$ cat src/rtl/go_stop_conditioner.sv
// go_stop_conditioner: turns the raw, bouncy go/stop operator buttons into
// clean single-cycle command pulses for the run/pause control FSM.
// Each button is synchronised (two flops), debounced and rising-edge detected.
// When both commands appear in the same cycle, stop wins and the dropped go
// is recorded in a sticky conflict flag.
//
// Ports:
//   clk            rising-edge clock
//   rst            asynchronous active-high reset
//   go_raw         raw go button, asynchronous to clk
//   stop_raw       raw stop button, asynchronous to clk
//   clear_conflict synchronous clear of the conflict flag
//   go             single-cycle go command pulse (registered)
//   stop           single-cycle stop command pulse (registered)
//   go_level       debounced go level (registered)
//   stop_level     debounced stop level (registered)
//   conflict       sticky: a go pulse was dropped in favour of stop

// One debounce channel: synchroniser, debounce FSM and press detection.
// pulse_c is combinational and marks the cycle before the level rises.
module go_stop_channel #(
    parameter int unsigned DEBOUNCE_CYCLES = 16,
    parameter int unsigned CNT_W           = 5
) (
    input  logic clk,
    input  logic rst,
    input  logic raw,
    output logic pulse_c,
    output logic level
);

    typedef enum logic [1:0] {
        IDLE      = 2'd0,
        ARMING    = 2'd1,
        PRESSED   = 2'd2,
        RELEASING = 2'd3
    } state_t;

    localparam logic [CNT_W-1:0] CNT_LAST = CNT_W'(DEBOUNCE_CYCLES - 1);
    localparam logic [CNT_W-1:0] CNT_ONE  = CNT_W'(1);

    state_t           state;
    state_t           state_nx;
    logic [CNT_W-1:0] cnt;
    logic [CNT_W-1:0] cnt_nx;
    logic             level_nx;
    logic             s1;
    logic             s2;

    // Two-flop synchroniser; only s2 is used downstream.
    always_ff @(posedge clk or posedge rst) begin
        if (rst) begin
            s1 <= 1'b0;
            s2 <= 1'b0;
        end else begin
            s1 <= raw;
            s2 <= s1;
        end
    end

    // State, counter and debounced level registers.
    always_ff @(posedge clk or posedge rst) begin
        if (rst) begin
            state <= IDLE;
            cnt   <= '0;
            level <= 1'b0;
        end else begin
            state <= state_nx;
            cnt   <= cnt_nx;
            level <= level_nx;
        end
    end

    // Debounce next-state logic; a change is accepted after DEBOUNCE_CYCLES
    // consecutive samples at the new level.
    always_comb begin
        state_nx = state;
        cnt_nx   = cnt;
        level_nx = level;
        pulse_c  = 1'b0;
        case (state)
            IDLE: begin
                if (s2) begin
                    cnt_nx   = CNT_ONE;
                    state_nx = ARMING;
                end else begin
                    cnt_nx = '0;
                end
            end
            ARMING: begin
                if (!s2) begin
                    cnt_nx   = '0;
                    state_nx = IDLE;
                end else if (cnt == CNT_LAST) begin
                    cnt_nx   = '0;
                    state_nx = PRESSED;
                    level_nx = 1'b1;
                    pulse_c  = 1'b1;
                end else begin
                    cnt_nx = cnt + CNT_ONE;
                end
            end
            PRESSED: begin
                if (!s2) begin
                    cnt_nx   = CNT_ONE;
                    state_nx = RELEASING;
                end
            end
            RELEASING: begin
                if (s2) begin
                    cnt_nx   = '0;
                    state_nx = PRESSED;
                end else if (cnt == CNT_LAST) begin
                    cnt_nx   = '0;
                    state_nx = IDLE;
                    level_nx = 1'b0;
                end else begin
                    cnt_nx = cnt + CNT_ONE;
                end
            end
            default: begin
                cnt_nx   = '0;
                state_nx = IDLE;
            end
        endcase
    end

endmodule

module go_stop_conditioner #(
    parameter int unsigned DEBOUNCE_CYCLES = 16,
    parameter int unsigned CNT_W           = 5
) (
    input  logic clk,
    input  logic rst,
    input  logic go_raw,
    input  logic stop_raw,
    input  logic clear_conflict,
    output logic go,
    output logic stop,
    output logic go_level,
    output logic stop_level,
    output logic conflict
);

    logic go_pulse_c;
    logic stop_pulse_c;

    go_stop_channel #(
        .DEBOUNCE_CYCLES(DEBOUNCE_CYCLES),
        .CNT_W          (CNT_W)
    ) u_go_ch (
        .clk    (clk),
        .rst    (rst),
        .raw    (go_raw),
        .pulse_c(go_pulse_c),
        .level  (go_level)
    );

    go_stop_channel #(
        .DEBOUNCE_CYCLES(DEBOUNCE_CYCLES),
        .CNT_W          (CNT_W)
    ) u_stop_ch (
        .clk    (clk),
        .rst    (rst),
        .raw    (stop_raw),
        .pulse_c(stop_pulse_c),
        .level  (stop_level)
    );

    // Command arbitration: stop wins a tie; a set event beats a clear.
    always_ff @(posedge clk or posedge rst) begin
        if (rst) begin
            go       <= 1'b0;
            stop     <= 1'b0;
            conflict <= 1'b0;
        end else begin
            go   <= go_pulse_c & ~stop_pulse_c;
            stop <= stop_pulse_c;
            if (go_pulse_c && stop_pulse_c) begin
                conflict <= 1'b1;
            end else if (clear_conflict) begin
                conflict <= 1'b0;
            end
        end
    end

endmodule

$ cat config.mk
export PLATFORM = sky130hd
export DESIGN_NAME = go_stop_conditioner
export DESIGN_NICKNAME = d
export VERILOG_FILES = /design/src/rtl/go_stop_conditioner.sv
export SDC_FILE = /design/constraint.sdc
export NUM_CORES = 1
export LEC_CHECK = 0
export ABC_AREA = 1
export CAP_MARGIN = 5
export CORE_ASPECT_RATIO = 1.5
export CORE_UTILIZATION = 43
export CTS_BUF_LIST = sky130_fd_sc_hd__clkbuf_2 sky130_fd_sc_hd__clkbuf_4 sky130_fd_sc_hd__clkbuf_8
export CTS_CLUSTER_DIAMETER = 100
export CTS_CLUSTER_SIZE = 28
export DETAILED_ROUTE_END_ITERATION = 10
export GPL_TIMING_DRIVEN = 0
export SYNTH_ARGS = -nofsm -noshare
export SYNTH_HDL_FRONTEND = slang
export SYNTH_SLANG_ARGS = --single-unit
$ cat constraint.sdc
create_clock -name clk -period 1.5 [get_ports clk]
set_input_delay 0.225 -clock clk [delete_from_list [all_inputs] [get_ports clk]]
set_output_delay 0.225 -clock clk [all_outputs]
set_load 0.1 [all_outputs]
==> run summary <==
• flop — kind of start point of the critical path
• 15 — Resized Gates After CTS
• 0 — remaining antenna violation count
• 0.56 ns — Critical Path Max Stage Delay
• 1 — Clock H-tree levels
• 53.48% — Post-Route Utilization
• 114 — Mapped Cells
• 150 — final cell count without fillers
• 121 — post-synth net total
• 1 — Buffers & Inverters on Critical Path
• 0.12 ns — register clock-pin slew on the reported worst setup and hold paths
• 43.15% — Rel. slew slack
• 0 — max-cap viol count
• 0 — Final Max Tran Viols
• clkdlybuf4s15_2 — slowest CP cell
• 23 x dfrtp_1, 21 x nand2_1, 16 x inv_1 — most frequent cells in the layout
• 42.68 um — Die Width
• finished clean — run status
• 0.002286 mm^2 — placeable core area
• 0.6878 GHz — highest achievable clock rate
• 0.001067 mm^2 — post-synthesis instance area
• 0 — initial antenna violation count
• 831.0 mW/mm^2 — Pwr Density
• 11.73 um — post-detailed-route wirelength per cell
• 0 — total number of yosys warnings
• built — TritonCTS clock tree
• 5.080 — post-detailed-route via-to-cell ratio
• reg2out — type of the setup path with the least slack
• 815 — via count of the first global-routing pass
• 3180 um — first-pass GRT wire length
• 1335 um — total half-perimeter wirelength after legalization and detailed placement
• output pin — sort of element at the end of the critical path
• clkdlybuf4s15_2 — CP Cell Sequence
• 1.27 ns — data required time at the worst endpoint
• 1.016 mW — post-route total power
• 24 — Distinct cells, synth
• 0.0005872 V — IR drop worst, VDD
• 2 — maximum number of buffers from clock root to sink
• 146 — placed insts
• 0.002689 mm^2 — die footprint
• 0.8519 ns — Least-Margin Pin Slew
• 23 — CTS sink count
• 63.02 um — die height
• 0 — drt drc
• clkbuf_4 — cell at the root of the clock tree
• 96.93% — final cycle utilization of the critical path
• 9.362 um^2 — per-instance average area after synthesis
• 1.454 ns — minimum clock period after layout
• 1.23 ns — arrival time of the worst setup path
• 0 — buffers inserted during post-CTS setup optimization
• 16 — Initial DRC Count
• 3 — number of CTS-inserted buffers
• 53.93% — register area share after synthesis
• 0 — Final Setup Violations
• 21 — row count
• 9 — count of port buffers added during placement
• buffers and inverters — cell family with the largest share of critical-path delay
• 14.54% — Syn-to-layout area delta
• 0 — count of inserted antenna diode cells
• 0.8163 — gp weighted congestion
• 0 — final-report hold violation count
• 19.69% — fraction of final layout cells sized beyond drive strength 1
• 135 — nets
• 46.69% — initial core utilization
• 0 — GRT overflow
• no — setup repair after global routing missed its margin
• 2 — biggest fanout along the worst timing path
• dfrtp_1 — most common cell after layout, fill and taps aside
• 0.30 ns — clock latency at the later pin of the worst-skew pair
• 1759 um — total wire length
• 4 — Pre-Repair DR Iteration Count
• in2reg — Hold Crit Class
• 24 — pin count of the biggest net entering global routing
• 15.11% — Overall Global Routing Usage
• 0 — CTS hold repair buffers
• 0.003925 ns — Worst Skew
• 10 — IO Pins
• 762 — Vias
• 0.5776 nW — leak pwr
• 23 — flip-flop and latch count after synthesis
## synth_stat cells (all sizes together)
| cell type | instances | area share, % |
|---|---|---|
| nand3b | 1 | 0.70 |
| nand4 | 3 | 2.3 |
| nand2 | 26 | 10 |
| o211ai | 1 | 0.70 |
| o21bai | 1 | 1.1 |
| o221ai | 1 | 0.82 |
| or2 | 1 | 0.82 |
| a21oi | 8 | 4.8 |
| dfrtp | 23 | 54 |
| inv | 16 | 5.6 |
| xor2 | 1 | 0.82 |
| o21ai | 7 | 3.6 |
| nor2 | 12 | 5.4 |
| nand3 | 10 | 5.6 |
| buf | 1 | 1.1 |
| ha | 2 | 2.3 |
## report_power, final
group          total (mW)  switching (mW)  internal (mW)
combinational      0.0674          0.0405         0.0269
clock               0.299           0.177          0.122
sequential          0.650          0.0138          0.636
total                1.02           0.231          0.785
## registers in the layout (all words and copies together), names as in the netlist, named ones only
register and flops:
u_stop_ch.state 1, u_go_ch.s2 1, u_go_ch.level 1, stop 1
u_stop_ch.level 1, u_stop_ch.s1 1, u_stop_ch.cnt 5, u_go_ch.state 1
u_go_ch.s1 1, u_go_ch.cnt 5, conflict 1, go 1
u_stop_ch.s2 1
## cell families after synthesis
kind of cell	share of synthesized area (%)
fa+ha+maj	2.344
compound gates	11.02
flops	53.93
simple gates	25.21
buf+inv	6.682
xor+xnor	0.8208
## metrics by stage
step / instance area, um^2 / hold slack, ns / TNS, ns / worst slack, ns
6_report: 1222 / 0.3427 / 0 / 0.04601
5_1_grt: 1222 / 0.3444 / 0 / 0.002554
4_1_cts: 1222 / 0.3401 / 0 / 0.03350
3_5_place_dp: 1186 / 0.3363 / -0.8759 / -0.1836
3_3_place_gp: 1186 / 0.3350 / -0.8345 / -0.1830
2_1_floorplan: 1067 / 0.2269 / 0 / 0.2539
## layer usage
metal	vias up	global-route usage, %	routed length, um
met2	9	25.95	908
met4	0	7.422	19
met1	357	18.01	792
met5	-	0	0
li1	394	-	-
met3	2	1.734	39
## worst reg2reg max path, cell delays in order, from the launching register on
cell     delay, ns
dfrtp_1       0.42
ha_1          0.22
inv_1         0.12
nor2_2        0.06
nand3_1       0.12
inv_1         0.08
nand2_2       0.09
inv_1         0.05
nor2_1        0.09
## area by class of cell
type                    count  area (um^2)
repair buffers              9        96.34
fillers                   216         1064
flip-flops and latches     23        575.6
clock buffers               4        30.03
plain buffers               1        11.26
inverters                  16        60.06
multi-input cells          74        420.4
well taps                  23        28.78
## path summary, 6_finish.rpt
check	to	depth (start not counted)	start	slack [ns]
setup / recovery	go_level	1	u_go_ch.level$_DFFE_PP0P_	0.05
hold / removal	u_stop_ch.s1$_DFF_PP0_	1	stop_raw	0.34
setup reg to reg	go$_DFF_PP0_	8	u_stop_ch.cnt[0]$_DFFE_PP0N_	0.19
max in group asynchronous	u_stop_ch.cnt[1]$_DFFE_PP0N_	2	rst	0.60
hold reg to reg	u_go_ch.s2$_DFF_PP0_	0	u_go_ch.s1$_DFF_PP0_	0.36
min in group asynchronous	u_go_ch.level$_DFFE_PP0P_	2	rst	0.38
Power figures use the tool's default switching activity.
